===== src/rtl/bit_slice_alu_8bit_if.sv =====
// bit_slice_alu_8bit_if: operand/op-select inputs and registered result/flag outputs
// of the bit-slice ALU, with master (driver) and slave (ALU) views.
`default_nettype none

interface bit_slice_alu_8bit_if;
  logic [7:0]  a;
  logic [7:0]  b;
  logic        cin;
  logic        bin;
  logic [4:0]  sel;
  logic [15:0] z;
  logic        carry;
  logic        overflow;
  logic        negative;
  logic        zero;

  modport master (
    output a, b, cin, bin, sel,
    input  z, carry, overflow, negative, zero
  );

  modport slave (
    input  a, b, cin, bin, sel,
    output z, carry, overflow, negative, zero
  );
endinterface

`default_nettype wire


===== src/rtl/bit_slice_alu_8bit.sv =====
// bit_slice_alu_8bit: eight ripple-connected 1-bit add/sub slices, AND/OR/XOR and an
// 8x8 unsigned/signed multiplier; 16-bit result and N/Z/C/V flags registered (1 cycle).
`default_nettype none

module bit_slice_alu_8bit (
  input  wire logic          clk,
  input  wire logic          rst,
  bit_slice_alu_8bit_if.slave alu
);

  localparam logic [4:0] SEL_ADD  = 5'b00001;
  localparam logic [4:0] SEL_SUB  = 5'b00010;
  localparam logic [4:0] SEL_AND  = 5'b00100;
  localparam logic [4:0] SEL_OR   = 5'b01000;
  localparam logic [4:0] SEL_XOR  = 5'b10000;
  localparam logic [4:0] SEL_MULU = 5'b00000;
  localparam logic [4:0] SEL_MULS = 5'b11111;

  logic        w_is_sub;
  logic [8:0]  w_c;
  logic [7:0]  w_s;

  assign w_is_sub = (alu.sel == SEL_SUB);
  assign w_c[0]   = w_is_sub ? alu.bin : alu.cin;

  genvar gi;
  generate
    for (gi = 0; gi < 8; gi++) begin : g_slice
      logic w_bb;
      assign w_bb       = w_is_sub ? ~alu.b[gi] : alu.b[gi];
      assign w_s[gi]    = alu.a[gi] ^ w_bb ^ w_c[gi];
      assign w_c[gi+1]  = (alu.a[gi] & w_bb) | (alu.a[gi] & w_c[gi]) | (w_bb & w_c[gi]);
    end
  endgenerate

  // Signed multiply: multiply magnitudes, then negate when operand signs differ.
  // |-128| = 128 still fits an 8-bit unsigned magnitude, so -128*-128 is exact.
  logic        w_signed;
  logic        w_neg_a;
  logic        w_neg_b;
  logic [7:0]  w_mag_a;
  logic [7:0]  w_mag_b;
  logic [15:0] w_prod_u;
  logic [15:0] w_prod;

  assign w_signed = (alu.sel == SEL_MULS);
  assign w_neg_a  = w_signed & alu.a[7];
  assign w_neg_b  = w_signed & alu.b[7];
  assign w_mag_a  = w_neg_a ? (8'd0 - alu.a) : alu.a;
  assign w_mag_b  = w_neg_b ? (8'd0 - alu.b) : alu.b;
  assign w_prod_u = {8'h00, w_mag_a} * {8'h00, w_mag_b};
  assign w_prod   = (w_neg_a ^ w_neg_b) ? (16'd0 - w_prod_u) : w_prod_u;

  logic [15:0] z_d;
  logic        carry_d;
  logic        overflow_d;
  logic        negative_d;
  logic        zero_d;

  always_comb begin
    z_d        = 16'h0000;
    carry_d    = 1'b0;
    overflow_d = 1'b0;
    negative_d = 1'b0;
    unique case (alu.sel)
      SEL_ADD: begin
        z_d        = {8'h00, w_s};
        carry_d    = w_c[8];
        overflow_d = w_c[8] ^ w_c[7];
        negative_d = w_s[7];
      end
      SEL_SUB: begin
        z_d        = {8'h00, w_s};
        carry_d    = ~w_c[8];
        overflow_d = w_c[8] ^ w_c[7];
        negative_d = w_s[7];
      end
      SEL_AND: begin
        z_d        = {8'h00, alu.a & alu.b};
        negative_d = alu.a[7] & alu.b[7];
      end
      SEL_OR: begin
        z_d        = {8'h00, alu.a | alu.b};
        negative_d = alu.a[7] | alu.b[7];
      end
      SEL_XOR: begin
        z_d        = {8'h00, alu.a ^ alu.b};
        negative_d = alu.a[7] ^ alu.b[7];
      end
      SEL_MULU: begin
        z_d        = w_prod;
      end
      SEL_MULS: begin
        z_d        = w_prod;
        negative_d = w_prod[15];
      end
      default: begin
        z_d        = 16'h0000;
      end
    endcase
    zero_d = (z_d == 16'h0000);
  end

  logic [15:0] z_q;
  logic        carry_q;
  logic        overflow_q;
  logic        negative_q;
  logic        zero_q;

  always_ff @(posedge clk) begin
    if (rst) begin
      z_q        <= 16'h0000;
      carry_q    <= 1'b0;
      overflow_q <= 1'b0;
      negative_q <= 1'b0;
      zero_q     <= 1'b0;
    end else begin
      z_q        <= z_d;
      carry_q    <= carry_d;
      overflow_q <= overflow_d;
      negative_q <= negative_d;
      zero_q     <= zero_d;
    end
  end

  assign alu.z        = z_q;
  assign alu.carry    = carry_q;
  assign alu.overflow = overflow_q;
  assign alu.negative = negative_q;
  assign alu.zero     = zero_q;

endmodule

`default_nettype wire


===== src/flat_wrapper.sv =====
// flat-port wrapper written by rule: the top's interface ports become plain ports
module bit_slice_alu_8bit_flat 
  (clk, rst, alu_a, alu_b, alu_cin, alu_bin, alu_sel, alu_z, alu_carry, alu_overflow, alu_negative, alu_zero);
  bit_slice_alu_8bit_if alu_i ();
  input  wire logic clk;
  input  wire logic rst;
  input wire logic [$bits(alu_i.a)-1:0] alu_a;
  input wire logic [$bits(alu_i.b)-1:0] alu_b;
  input wire logic [$bits(alu_i.cin)-1:0] alu_cin;
  input wire logic [$bits(alu_i.bin)-1:0] alu_bin;
  input wire logic [$bits(alu_i.sel)-1:0] alu_sel;
  output wire logic [$bits(alu_i.z)-1:0] alu_z;
  output wire logic [$bits(alu_i.carry)-1:0] alu_carry;
  output wire logic [$bits(alu_i.overflow)-1:0] alu_overflow;
  output wire logic [$bits(alu_i.negative)-1:0] alu_negative;
  output wire logic [$bits(alu_i.zero)-1:0] alu_zero;
  assign alu_i.a = alu_a;
  assign alu_i.b = alu_b;
  assign alu_i.cin = alu_cin;
  assign alu_i.bin = alu_bin;
  assign alu_i.sel = alu_sel;
  assign alu_z = alu_i.z;
  assign alu_carry = alu_i.carry;
  assign alu_overflow = alu_i.overflow;
  assign alu_negative = alu_i.negative;
  assign alu_zero = alu_i.zero;
  bit_slice_alu_8bit u_core (.clk(clk), .rst(rst), .alu(alu_i));
endmodule

===== config.mk =====
export PLATFORM = sky130hd
export DESIGN_NAME = bit_slice_alu_8bit_flat
export DESIGN_NICKNAME = d
export VERILOG_FILES = /design/src/rtl/bit_slice_alu_8bit_if.sv /design/src/rtl/bit_slice_alu_8bit.sv /design/src/flat_wrapper.sv
export SDC_FILE = /design/constraint.sdc
export NUM_CORES = 1
export LEC_CHECK = 0
export BUFFER_PORTS_ARGS = -buffer_cell sky130_fd_sc_hd__buf_2
export CAP_MARGIN = 30
export CORE_MARGIN = 3
export CORE_UTILIZATION = 45
export DETAILED_ROUTE_END_ITERATION = 7
export MAX_ROUTING_LAYER = met4
export SLEW_MARGIN = 20
export SYNTH_ARGS = -nofsm -noshare
export SYNTH_HDL_FRONTEND = slang
export SYNTH_SLANG_ARGS = --single-unit

===== constraint.sdc =====
create_clock -name clk -period 7.76 [get_ports clk]
set_clock_uncertainty 0.05 [all_clocks]
set_input_delay 0.388 -clock clk [delete_from_list [all_inputs] [get_ports clk]]
set_output_delay 0.388 -clock clk [all_outputs]
set_load 0.005 [all_outputs]

Word-level counts from Yosys, hierarchy flattened
Cells that the tools add are included.
- add/subtract/negate cells: 3
- multiply operators: 1
- equal/unequal tests: 6
- mux-type cells: 15
- bitwise operators: 76
- reduce and logical (&&, ||, !) cells: 5
- operators with widths (cell ; number):
    16-bit one-hot mux with 5 select lines ; 1
    1-bit bitwise AND ; 27
    1-bit bitwise XOR ; 19
    1-bit bitwise OR ; 17
    16-bit logical NOT ; 1
    8-bit by 8-bit multiplier with 16-bit output ; 1
    16-bit two-way mux ; 1
    8-bit two-way mux ; 2
    1-bit by 16-bit subtractor with 16-bit output, first input constant ; 1
    1-bit by 8-bit subtractor with 8-bit output, first input constant ; 2
    5-bit == test, second input constant ; 2
    1-bit inverter ; 10
    1-bit two-way mux ; 9
    8-bit bitwise AND ; 1
    8-bit bitwise OR ; 1
    8-bit bitwise XOR ; 1
    2-bit OR reduction ; 3
    5-bit by 1-bit == test with 1-bit output, second input constant ; 1
    5-bit by 2-bit == test with 1-bit output, second input constant ; 1
    5-bit by 3-bit == test with 1-bit output, second input constant ; 1
    5-bit by 4-bit == test with 1-bit output, second input constant ; 1
    5-bit logical NOT ; 1
    1-bit one-hot mux with 5 select lines ; 1
    1-bit one-hot mux with 2 select lines ; 1
- register bits: 20
- output and inout bits: 20
- logic and storage cells: 111

Logic depth before layout (Yosys ltp)
Gate-level depths: netlist of the first run.
- word-level depth: 28
- gate-level depth with buffers: 24
- depth with buffers taken out: 23

Least setup slack after synthesis of the first run
OpenSTA, ideal clock, no wires.
- path kind: input -> register
- start: in alu_sel[1]
- end: reg u_core.negative_q, in the netlist u_core.alu.negative
- arrival: 6.570 ns
- data required time: 7.591 ns
- slack: 1.021 ns
- stages on the path: 23
- buffers on the path: 1
- cell sequence: clkbuf_1 -> and4_1 -> nand2_1 -> nor2_1 -> o21ai_0 -> xnor2_1 -> or2_2 -> fa_1 -> fa_1 -> inv_1 -> fa_1 -> inv_1 -> fa_1 -> inv_1 -> ha_1 -> and3_4 -> a221oi_4 -> xnor2_1 -> or4b_1 -> nor3_1 -> a21o_1 -> mux2_2 -> o221a_2
- word-level cells in the longest chain between the ends: 25
- elaborated cells between the ends (all ways): 62
- ends and longest elaborated chain (element ; line ; text):
    start: declaration ; flat_wrapper.sv:11 ; input wire logic [$bits(alu_i.sel)-1:0] alu_sel;
    5-bit by 2-bit == test with 1-bit output ; bit_slice_alu_8bit.sv:23, bit_slice_alu_8bit.sv:65 ;
    1-bit two-way mux (on tied branches) ; bit_slice_alu_8bit.sv:30, bit_slice_alu_8bit.sv:24 ;
    1-bit bitwise AND ; bit_slice_alu_8bit.sv:32 ; assign w_c[gi+1] = (alu.a[gi] & w_bb) | (alu.a[gi] & w_c[gi]) | (w_bb & w_c[gi]);
    1-bit bitwise OR (2 in a row) ; bit_slice_alu_8bit.sv:32 ;
    1-bit bitwise AND ; bit_slice_alu_8bit.sv:32 ;
    1-bit bitwise OR (2 in a row) ; bit_slice_alu_8bit.sv:32 ;
    1-bit bitwise AND ; bit_slice_alu_8bit.sv:32 ;
    1-bit bitwise OR (2 in a row) ; bit_slice_alu_8bit.sv:32 ;
    [... 3 more ...] ; -- ;
    1-bit bitwise AND ; bit_slice_alu_8bit.sv:32 ;
    1-bit bitwise OR (2 in a row) ; bit_slice_alu_8bit.sv:32 ;
    1-bit bitwise AND ; bit_slice_alu_8bit.sv:32 ;
    1-bit bitwise OR (2 in a row) ; bit_slice_alu_8bit.sv:32 ;
    1-bit bitwise AND ; bit_slice_alu_8bit.sv:32 ;
    1-bit bitwise OR (2 in a row) ; bit_slice_alu_8bit.sv:32 ;
    1-bit bitwise XOR ; bit_slice_alu_8bit.sv:31 ; assign w_s[gi] = alu.a[gi] ^ w_bb ^ w_c[gi];
    1-bit one-hot mux with 5 select lines (*) ; bit_slice_alu_8bit.sv:65 ; unique case (alu.sel)
    end signal: assignment ; bit_slice_alu_8bit.sv:121 ; negative_q <= negative_d;
    end: declaration ; bit_slice_alu_8bit.sv:107 ; logic negative_q;
Mark *: on every way between the ends. The rest lies on a longest branch, timed or not.
A chain may end at the register's enable or synchronous reset.

Worst setup path after layout of the first run
- start: in alu_sel[1]
- end: reg u_core.zero_q, in the netlist u_core.alu.zero
- word-level cells in the longest chain between the ends: 26
- elaborated cells between the ends (all ways): 79
- ends and longest elaborated chain (element ; line ; text):
    5-bit by 2-bit == test with 1-bit output ; bit_slice_alu_8bit.sv:23, bit_slice_alu_8bit.sv:65 ;
    1-bit two-way mux (on tied branches) ; bit_slice_alu_8bit.sv:30, bit_slice_alu_8bit.sv:24 ;
    1-bit bitwise AND ; bit_slice_alu_8bit.sv:32 ;
    1-bit bitwise OR (2 in a row) ; bit_slice_alu_8bit.sv:32 ;
    1-bit bitwise AND ; bit_slice_alu_8bit.sv:32 ;
    1-bit bitwise OR (2 in a row) ; bit_slice_alu_8bit.sv:32 ;
    1-bit bitwise AND ; bit_slice_alu_8bit.sv:32 ;
    1-bit bitwise OR (2 in a row) ; bit_slice_alu_8bit.sv:32 ;
    [... 4 more ...] ; -- ;
    1-bit bitwise OR (2 in a row) ; bit_slice_alu_8bit.sv:32 ;
    1-bit bitwise AND ; bit_slice_alu_8bit.sv:32 ;
    1-bit bitwise OR (2 in a row) ; bit_slice_alu_8bit.sv:32 ;
    1-bit bitwise AND ; bit_slice_alu_8bit.sv:32 ;
    1-bit bitwise OR (2 in a row) ; bit_slice_alu_8bit.sv:32 ;
    1-bit bitwise XOR ; bit_slice_alu_8bit.sv:31 ;
    16-bit one-hot mux with 5 select lines (*) ; bit_slice_alu_8bit.sv:65 ;
    16-bit logical NOT (*) ; bit_slice_alu_8bit.sv:101 ; zero_d = (z_d == 16'h0000);
    end signal: assignment ; bit_slice_alu_8bit.sv:122 ; zero_q <= zero_d;
    end: declaration ; bit_slice_alu_8bit.sv:108 ; logic zero_q;
Marks and branches as above.

==> results.txt, run 1 <==
----------------------------------------------------
[Status]
  Run status ... completed

[STA]
  Post-layout minimum cycle time ... 7179 ps
  Worst Hold Margin ... 458.4 ps
  Unrepaired setup endpoints after global routing ... no
  Period utilisation layout ... 92.51%
  Final setup violation count ... 0
  Final count of hold timing violations ... 0
  Max Freq ... 139.3 MHz
  Worst slew margin relative to its limit ... 46.88%
  Number of max-slew violations in the final report ... 0
  Summed negative setup slack over all endpoints ... 0 ps
  Pin slew with the least headroom to its limit ... 774.7 ps

[Finish]
  Diodes inserted ... 0
  Proportion of layout cells with a drive suffix above 1 ... 13.59%
  Fillers ... 946
  Post-layout util ... 51.16%
  Number of non-filler instances in the completed layout ... 703
  Area added between synthesis and finish ... 9.870%
  Nets ... 700

[Synth]
  Dominant cell type by area after synthesis ... sky130_fd_sc_hd__fa_1
  Most frequently used flop master after synthesis ... sky130_fd_sc_hd__dfxtp_1
  Sequential element share of the synthesized area ... 9.262%
  Mapped cell area ... 4323 µm²
  Most common cell in the synthesized netlist ... sky130_fd_sc_hd__nor2_1
  Warnings, synthesis ... 0
  Mapped Avg Cell Area ... 8.110 µm²
  Cell count after synthesis ... 533
  Number of enable flip-flop cells after synthesis ... 0
  Number of distinct library cell variants in the gate-level netlist after synthesis ... 61
  Number of storage elements in the synthesis netlist ... 20
  Mapped Nets ... 657
  Largest cells by area after synthesis ... sky130_fd_sc_hd__fa_1 (20%), sky130_fd_sc_hd__ha_1 (16%), sky130_fd_sc_hd__dfxtp_1 (9.3%), sky130_fd_sc_hd__nor2_1 (7.8%), sky130_fd_sc_hd__inv_1 (6.1%)
  List of most frequent post-synthesis cells ... sky130_fd_sc_hd__nor2_1 (90), sky130_fd_sc_hd__inv_1 (70), sky130_fd_sc_hd__ha_1 (55)
  Area share of the largest cell type after synthesis ... 20.38%
  Share of flip-flops with an asynchronous set or reset ... 0%

[Hold path]
  Type of the tightest min-delay check ... primary input to flip-flop

[Global route]
  Overall overflow remaining after global route ... 0
  First-pass GRT wire length ... 18110 µm
  All-layer global routing usage ... 20.35%
  Initial antenna violation count ... 0
  Number of global-route vias before repair ... 3723
  Pin count of the biggest net entering global routing ... 21

[Critical path]
  Cell family with most CP delay ... adder cells
  Delay contributed by the slowest stage of the critical path ... 690 ps
  Arrival @ worst endpoint ... 7270 ps
  CP endpoint kind ... flip-flop
  Cell Chain, Critical Path ... buf_2 > nand4_1 > nor2_1 > o311ai_0 > xnor2_1 > nor2_1 > fa_1 > fa_1 > fa_1 > inv_1 > fa_1 > inv_1 > ha_1 > nor3b_1 > a311oi_1 > o311ai_2 > or4b_1 > o41ai_2 > mux2_2 > o211ai_1 > and4bb_1
  Setup crit end ... u_core.alu.zero
  CP dominant cell by count ... sky130_fd_sc_hd__fa_1
  Required time at the worst-slack endpoint ... 7850 ps
  WP buf/inv ... 3
  Critical setup path kind ... primary input to flip-flop
  Worst setup SP type ... primary input
  Crit-path max FO ... 12
  Launch point of the critical path ... alu_sel[1]
  Standard cell with the maximum stage delay on the critical path ... sky130_fd_sc_hd__xnor2_1
  Total stage count of the critical path ... 21

[Floorplan]
  Die outline width ... 104.0 µm
  Number of ports placed on the die boundary ... 45
  Std-Cell Rows ... 35
  Initial Util ... 46.56%
  Die H ... 104.0 µm
  Standard cell core area ... 9284 µm²
  Die Footprint ... 10820 µm²

[Clock tree]
  CTS sink cnt ... 20
  Max Buffers Root-to-Sink ... 2
  CTS tree ... done
  Hold-fix buffers at CTS ... 0
  Clock root buffer ... sky130_fd_sc_hd__clkbuf_8
  Post_cts resized ... 0
  Post CTS Setup Buffer Count ... 0
  CTS clock-pin slew for the worst setup and hold paths ... 60 ps
  Number of buffers inserted during clock tree synthesis ... 3
  # H-tree levels ... 1

[Route]
  Final routed wire length divided by cell count ... 14.90 µm
  Total vias in the final route ... 3831
  Initial detailed-routing violation count ... 168
  Post-detailed-routing wire length ... 10470 µm
  Final ANT Viol Nets ... 0
  Vias per inst ... 5.450
  Initial DRT Pass Iterations ... 5
  DRC ... 0

[Place]
  Placed cells ... 700
  Global placer's final weighted congestion ... 0.9330
  HPWL after detailed placement ... 9032 µm
  Port-buffer cells ... 44

[Power and ir drop]
  PD cells ... 218.5 nW/µm²
  Worst vdd ir ... 0.0001037 V
  Standby leakage power ... 0.002288 µW

[Job]
  Maximum capacitance violations ... 0

----------------------------------------------------
-- power by group --
| group | total (µW) | switching (µW) | internal [µW] |
|---|---|---|---|
| Combinational | 865 | 525 | 340 |
| Clock | 61.9 | 27.5 | 34.4 |
| Sequential | 111 | 1.25 | 109 |
-- per-stage QoR --
stage / setup slack [ps] / instance area [µm²] / total power (µW)
after global routing: 91.48 / 4750 / 1165
after detailed placement: 392.3 / 4708 / 972.4
final: 581.0 / 4750 / 1038
after global placement: 596.4 / 4708 / 965.0
after CTS: 641.6 / 4750 / 1040
after floorplan: 1021 / 4323 / 790.7
-- placed cells by master (no fill, tap or decap), types with 3 or more instances in the layout --
| master | n |
|---|---|
| sky130_fd_sc_hd__nor2_1 | 90 |
| sky130_fd_sc_hd__inv_1 | 70 |
| sky130_fd_sc_hd__ha_1 | 55 |
| sky130_fd_sc_hd__fa_1 | 44 |
| sky130_fd_sc_hd__buf_2 | 44 |
| sky130_fd_sc_hd__xnor2_1 | 27 |
| sky130_fd_sc_hd__nand2_1 | 24 |
| sky130_fd_sc_hd__dfxtp_1 | 20 |
| sky130_fd_sc_hd__o21ai_0 | 17 |
| sky130_fd_sc_hd__nand3_1 | 14 |
| sky130_fd_sc_hd__a21oi_1 | 14 |
| sky130_fd_sc_hd__nor3_1 | 13 |
| sky130_fd_sc_hd__or2_2 | 11 |
| sky130_fd_sc_hd__xor2_1 | 11 |
| sky130_fd_sc_hd__nor2b_1 | 8 |
| sky130_fd_sc_hd__buf_4 | 7 |
| sky130_fd_sc_hd__o211ai_1 | 6 |
| sky130_fd_sc_hd__mux2i_1 | 5 |
| sky130_fd_sc_hd__mux2_2 | 5 |
| sky130_fd_sc_hd__and2_1 | 5 |
| sky130_fd_sc_hd__nor3b_1 | 5 |
| sky130_fd_sc_hd__o31ai_1 | 4 |
| sky130_fd_sc_hd__and3_1 | 4 |
| sky130_fd_sc_hd__a22oi_1 | 4 |
| sky130_fd_sc_hd__nor4_1 | 4 |
| sky130_fd_sc_hd__o2bb2ai_1 | 4 |
| sky130_fd_sc_hd__a21o_1 | 4 |
| sky130_fd_sc_hd__nand4_1 | 3 |
| sky130_fd_sc_hd__o311ai_0 | 3 |
| sky130_fd_sc_hd__a211oi_1 | 3 |
| sky130_fd_sc_hd__a2111oi_0 | 3 |
| sky130_fd_sc_hd__a22o_1 | 3 |
| sky130_fd_sc_hd__clkbuf_8 | 3 |
-- routing by layer --
layer / track usage, % / vias to the layer above / wire [µm]
li1: - / 1886 / -
met1: 30.57 / 1831 / 5323
met2: 30.64 / 104 / 4590
met3: 1.179 / 10 / 446
met4: 3.609 / 0 / 112
met5: - / - / 0
-- flip-flops by register name, summed over array words and instances, names as in the netlist --
name and flops:
u_core.alu.carry 1, u_core.alu.zero 1, u_core.alu.overflow 1, u_core.alu.negative 1
u_core.alu.z 16
-- final cells by class --
| cell class | instances | area, µm² | area share, % |
|---|---|---|---|
| Multi-Input combinational cell | 428 | 3603 | 75.87 |
| Sequential cell | 20 | 400.4 | 8.430 |
| Timing Repair Buffer | 51 | 272.8 | 5.743 |
| Inverter | 72 | 270.3 | 5.690 |
| Tap cell | 129 | 161.4 | 3.398 |
| Clock buffer | 3 | 41.29 | 0.8693 |
-- kinds of logic after synthesis --
| family | Yosys count | synth area share [%] |
|---|---|---|
| AOI/OAI and AO/OA | 85 | 14.96 |
| muxes | 10 | 2.460 |
| DFF | 20 | 9.262 |
| xor gates and xnor gates | 38 | 7.699 |
| buffers and inverters | 85 | 7.381 |
| and+or+nand+nor | 196 | 21.94 |
| adders and majority gates | 99 | 36.30 |
-- worst min-delay path by stage --
stage | from | endpoint | slack, ps | cells past startpoint
final | rst | u_core.alu.z[6] | 460 | 2
after global routing | rst | u_core.alu.z[6] | 480 | 2
after CTS | rst | u_core.alu.z[6] | 460 | 2
after detailed placement | u_core.alu.z[15] | alu_z[15] | 720 | 1
after global placement | u_core.alu.z[13] | alu_z[13] | 710 | 1
after floorplan | u_core.alu.carry | alu_carry | 620 | 0
(Power assumes the default switching activity.)
==> inputs of run 2 (changes only) <==
--- a/config.mk
+++ b/config.mk
@@ -5,7 +5,7 @@
 export SDC_FILE = /design/constraint.sdc
 export NUM_CORES = 1
 export LEC_CHECK = 0
-export BUFFER_PORTS_ARGS = -buffer_cell sky130_fd_sc_hd__buf_2
+export BUFFER_PORTS_ARGS = -buffer_cell sky130_fd_sc_hd__buf_4
 export CAP_MARGIN = 30
 export CORE_MARGIN = 3
 export CORE_UTILIZATION = 45
==> constraint.sdc (replaced) <==
create_clock -name clk -period 8.4 [get_ports clk]
set_clock_uncertainty 0.05 [all_clocks]
set_input_delay 0.42 -clock clk [delete_from_list [all_inputs] [get_ports clk]]
set_output_delay 0.42 -clock clk [all_outputs]
set_load 0.005 [all_outputs]
==> run 2 against run 1 <==
  * Final cell count down 0.85%
  * Critical endpoint unchanged
  * Clock power grew 10%
  * Via count decreased by 1.0%
  * First-iteration DRC count decreased by 3.0%
  * Clock-buffer cell count grew 1
  * Critical path type unchanged
  * Flip-flop and latch count unchanged
  * Hold slack worse by 6.9 ps
  * Routed wire length is 1.8% higher
==> results.txt, run 2 (same netlist as run 1, synthesis figures left out) <==
----------------------------------------------------
[STA]
  Worst slew margin relative to its limit ... 39.05%
  Period utilisation layout ... 86.24%
  Max Freq ... 138.0 MHz
  Number of max-slew violations in the final report ... 0
  Summed negative setup slack over all endpoints ... 0 ps
  Final setup violation count ... 0
  Setup slack of the critical path after layout ... 1156 ps
  Unrepaired setup endpoints after global routing ... no
  Worst Hold Margin ... 451.5 ps
  Pin slew with the least headroom to its limit ... 907.8 ps
  Post-layout minimum cycle time ... 7244 ps
  Final count of hold timing violations ... 0

[Clock tree]
  Number of buffers inserted during clock tree synthesis ... 3
  Hold-fix buffers at CTS ... 0
  CTS tree ... done
  Clock root buffer ... sky130_fd_sc_hd__clkbuf_8
  CTS clock-pin slew for the worst setup and hold paths ... 60 ps
  CTS sink cnt ... 20
  Post CTS Setup Buffer Count ... 0
  Max Buffers Root-to-Sink ... 2
  # H-tree levels ... 1
  Post_cts resized ... 0

[Floorplan]
  Die Footprint ... 10820 µm²
  Number of ports placed on the die boundary ... 45
  Initial Util ... 46.56%
  Standard cell core area ... 9284 µm²
  Std-Cell Rows ... 35
  Die outline width ... 104.0 µm
  Die H ... 104.0 µm

[Critical path]
  Standard cell with the maximum stage delay on the critical path ... sky130_fd_sc_hd__xnor2_1
  Critical setup path kind ... primary input to flip-flop
  Required time at the worst-slack endpoint ... 8490 ps
  Crit-path max FO ... 12
  CP endpoint kind ... flip-flop
  Setup crit end ... u_core.alu.zero
  Worst setup SP type ... primary input
  Arrival @ worst endpoint ... 7340 ps
  Launch point of the critical path ... alu_sel[1]
  CP dominant cell by count ... sky130_fd_sc_hd__fa_1
  Cell Chain, Critical Path ... buf_4 > nand4_1 > nor2_1 > o311ai_0 > xnor2_1 > nor2_1 > fa_1 > fa_1 > fa_1 > inv_1 > fa_1 > inv_1 > ha_1 > nor3b_1 > a311oi_1 > o311ai_2 > or4b_1 > o41ai_2 > mux2_2 > o211ai_1 > and4bb_1
  Delay contributed by the slowest stage of the critical path ... 690 ps

[Global route]
  Number of global-route vias before repair ... 3635
  First-pass GRT wire length ... 17800 µm
  All-layer global routing usage ... 20.08%
  Met2 routing resource usage after global routing ... 31.57%
  Met3 routing resource usage after global routing ... 0.9932%
  Met1 track demand over resource ... 29.28%
  Overall overflow remaining after global route ... 0
  Busiest layer in global routing ... met2
  Pin count of the biggest net entering global routing ... 21
  Initial antenna violation count ... 0

[Place]
  HPWL after detailed placement ... 9188 µm
  Global placer's final weighted congestion ... 0.8970
  Port-buffer cells ... 44
  Cell area reported after detailed placement ... 4766 µm²
  DP Worst Slack ... 954.5 ps

[Finish]
  Area added between synthesis and finish ... 11.52%
  Proportion of layout cells with a drive suffix above 1 ... 12.68%
  Flip-flop count of the largest register after layout ... 16
  Diodes inserted ... 0
  Most frequent standard cell in the layout excluding fill and tap cells ... sky130_fd_sc_hd__nor2_1
  Final std cell area, no fill ... 4821 µm²
  Most frequent cells in the layout ... sky130_fd_sc_hd__nor2_1 (90), sky130_fd_sc_hd__inv_1 (70), sky130_fd_sc_hd__ha_1 (55)
  Fillers ... 911
  Nets ... 693
  Post-layout util ... 51.93%

[Hold path]
  Type of the tightest min-delay check ... primary input to flip-flop

[Power and ir drop]
  Worst vdd ir ... 0.00009095 V
  PD cells ... 201.3 nW/µm²
  Standby leakage power ... 0.002282 µW

[Route]
  Post-detailed-routing wire length ... 10670 µm
  Final ANT Viol Nets ... 0
  Total vias in the final route ... 3791
  Initial detailed-routing violation count ... 163
  Initial DRT Pass Iterations ... 5
  Vias per inst ... 5.439
  Final routed wire length divided by cell count ... 15.30 µm
  DRC ... 0

[Job]
  Maximum capacitance violations ... 0

[Status]
  Run status ... completed

----------------------------------------------------
run 2: worst min-delay path by stage:
stage                     start                to  depth (start not counted)
2_1_floorplan  u_core.alu.carry         alu_carry                          0
3_3_place_gp                rst  u_core.alu.z[11]                          2
3_5_place_dp                rst   u_core.alu.z[2]                          2
4_1_cts                     rst   u_core.alu.z[0]                          2
5_1_grt                     rst   u_core.alu.z[7]                          2
6_report                    rst   u_core.alu.z[0]                          2
run 2: power by group:
group	internal (µW)	switching [µW]	total [µW]
clock	41.5	26.8	68.3
sequential	101	1.42	102
combinational	319	480	799
run 2: cell type report:
type                    instances  area, µm²  area share (%)
multi-input cells             428       3603           74.75
flip-flops and latches         20      400.4           8.305
repair buffers                 44      330.3           6.852
inverters                      72      270.3           5.606
well taps                     129      161.4           3.348
clock buffers                   4      55.05           1.142
run 2: worst max-delay path: cells and delay by family:
kind                       cells  cell delay [ps]
adders and majority gates      5             2480
and+or+nand+nor                6             1850
AOI/OAI and AO/OA              5             1250
xor gates and xnor gates       1              690
muxes                          1              390
buffers and inverters          3              240
run 2: through the flow:
step	instances	power [µW]
2_1_floorplan	533	730.5
3_3_place_gp	693	893.5
3_5_place_dp	693	903.3
4_1_cts	697	975.8
5_1_grt	697	1088
6_report	697	970.2
run 2: routing by layer:
metal	wire length, µm	vias to the layer above	share of wire, %
met5	0	-	0
met4	99	0	0.93
met3	425	8	4.0
met2	4794	88	45
met1	5346	1816	50
li1	-	1879	-
==> inputs of run 3 (changes only) <==
--- a/config.mk
+++ b/config.mk
@@ -11,6 +11,7 @@
 export CORE_UTILIZATION = 45
 export DETAILED_ROUTE_END_ITERATION = 7
 export MAX_ROUTING_LAYER = met4
+export PLACE_DENSITY = 0.63
 export SLEW_MARGIN = 20
 export SYNTH_ARGS = -nofsm -noshare
 export SYNTH_HDL_FRONTEND = slang
==> run 3 against run 2 <==
  * Via count grew 0.34%
  * First-iteration DRC count up 20%
  * Design area is the same
  * Fmax grew 1.7%
  * Core utilization unchanged
  * Combinational power grew 2%
  * Power increased by 1.6%
  * Non-clock buffer count stayed put
  * Critical endpoint is now u_core.alu.negative
  * Highest routed layer unchanged
==> results.txt, run 3 (same netlist as run 1, synthesis figures left out) <==
----------------------------------------------------
[Clock tree]
  Hold-fix buffers at CTS ... 0
  Number of buffers inserted during clock tree synthesis ... 3
  CTS sink cnt ... 20
  Clock root buffer ... sky130_fd_sc_hd__clkbuf_8
  Post_cts resized ... 0
  Post CTS Setup Buffer Count ... 0
  CTS tree ... done
  CTS clock-pin slew for the worst setup and hold paths ... 60 ps
  Max Buffers Root-to-Sink ... 2
  # H-tree levels ... 1

[Critical path]
  Arrival @ worst endpoint ... 7220 ps
  Setup crit end ... u_core.alu.negative
  Required time at the worst-slack endpoint ... 8500 ps
  Launch point of the critical path ... alu_sel[1]
  Worst setup SP type ... primary input
  Total stage count of the critical path ... 21
  Delay contributed by the slowest stage of the critical path ... 620 ps
  WP buf/inv ... 3
  CP dominant cell by count ... sky130_fd_sc_hd__fa_1
  Crit-path max FO ... 12
  Cell family with most CP delay ... adder cells
  CP endpoint kind ... flip-flop
  Cell Chain, Critical Path ... buf_4 > nand4_1 > nor2_1 > o311ai_0 > xnor2_1 > nor2_1 > fa_1 > fa_1 > fa_1 > inv_1 > fa_1 > inv_1 > ha_1 > nor3b_1 > a311oi_1 > o311ai_2 > or4b_1 > nor3_1 > a21o_1 > mux2_2 > o221a_2
  Critical setup path kind ... primary input to flip-flop
  Standard cell with the maximum stage delay on the critical path ... sky130_fd_sc_hd__or4b_1

[Global route]
  Busiest layer in global routing ... met2
  Met1 track demand over resource ... 29.66%
  Met3 routing resource usage after global routing ... 1.800%
  First-pass GRT wire length ... 18000 µm
  Pin count of the biggest net entering global routing ... 21
  Overall overflow remaining after global route ... 0
  Initial antenna violation count ... 0
  Met2 routing resource usage after global routing ... 31.24%
  All-layer global routing usage ... 20.51%
  Number of global-route vias before repair ... 3627

[Route]
  Total vias in the final route ... 3804
  Final ANT Viol Nets ... 0
  Initial DRT Pass Iterations ... 4
  Post-detailed-routing wire length ... 10700 µm
  Vias per inst ... 5.458
  DRC ... 0
  Final routed wire length divided by cell count ... 15.36 µm
  Initial detailed-routing violation count ... 196

[STA]
  Final setup violation count ... 0
  Period utilisation layout ... 84.84%
  Unrepaired setup endpoints after global routing ... no
  Max Freq ... 140.3 MHz
  Worst slew margin relative to its limit ... 46.74%
  Worst Hold Margin ... 429.9 ps
  Pin slew with the least headroom to its limit ... 776.7 ps
  Post-layout minimum cycle time ... 7126 ps
  Number of max-slew violations in the final report ... 0
  Final count of hold timing violations ... 0
  Summed negative setup slack over all endpoints ... 0 ps

[Power and ir drop]
  Standby leakage power ... 0.002282 µW
  Worst vdd ir ... 0.0001197 V
  PD cells ... 204.4 nW/µm²

[Floorplan]
  Std-Cell Rows ... 35
  Die outline width ... 104.0 µm
  Die H ... 104.0 µm
  Die Footprint ... 10820 µm²
  Initial Util ... 46.56%
  Standard cell core area ... 9284 µm²
  Number of ports placed on the die boundary ... 45

[Job]
  Maximum capacitance violations ... 0

[Finish]
  Flip-flop count of the largest register after layout ... 16
  Diodes inserted ... 0
  Final std cell area, no fill ... 4821 µm²
  Area added between synthesis and finish ... 11.52%
  Nets ... 693
  Most frequent standard cell in the layout excluding fill and tap cells ... sky130_fd_sc_hd__nor2_1
  Post-layout util ... 51.93%
  Most frequent cells in the layout ... sky130_fd_sc_hd__nor2_1 (90), sky130_fd_sc_hd__inv_1 (70), sky130_fd_sc_hd__ha_1 (55)
  Proportion of layout cells with a drive suffix above 1 ... 12.68%

[Place]
  HPWL after detailed placement ... 9437 µm
  Global placer's final weighted congestion ... 0.9212
  Port-buffer cells ... 44
  Cell area reported after detailed placement ... 4766 µm²

[Hold path]
  Type of the tightest min-delay check ... primary input to flip-flop

[Status]
  Run status ... completed

----------------------------------------------------
[run 3: cell counts in the layout (fill, tap and decap cells not counted)]
No cell type changed its count.
[run 3: per-stage QoR]
stage          cells  total power (µW)  setup WS (ps)
2_1_floorplan    533             730.5           1629
3_3_place_gp     693             903.5           1080
3_5_place_dp     693             911.3           1038
4_1_cts          697             987.4           1293
5_1_grt          697              1110          829.5
6_report         697             985.6           1274
[run 3: metal layers]
| metal | wire [µm] | vias up |
|---|---|---|
| li1 | - | 1872 |
| met1 | 5213 | 1820 |
| met2 | 4803 | 101 |
| met3 | 534 | 11 |
| met4 | 153 | 0 |
| met5 | 0 | - |
[run 3: how the worst min path moves through the flow]
stage	start	to	slack, ps	depth (start not counted)
final	rst	u_core.alu.z[13]	430	2
after global routing	rst	u_core.alu.z[10]	430	2
after CTS	rst	u_core.alu.z[15]	430	2
after detailed placement	rst	u_core.alu.z[2]	700	2
after global placement	rst	u_core.alu.z[11]	690	2
after floorplan	u_core.alu.carry	alu_carry	650	0
[run 3: report_power, final]
part | switching [µW] | total (µW) | internal, µW | leakage (µW)
logic | 495 | 814 | 319 | 0.00209
registers | 1.39 | 102 | 101 | 0.000162
clock network | 27.9 | 69.5 | 41.7 | 0.0000288
[run 3: area by class of cell]
| class | count | area [µm²] |
|---|---|---|
| tap | 129 | 161.4 |
| timing repair buffer | 44 | 330.3 |
| inverter | 72 | 270.3 |
| multi-input combinational | 428 | 3603 |
| fill | 946 | 4463 |
| sequential | 20 | 400.4 |
| clock buffer | 4 | 55.05 |
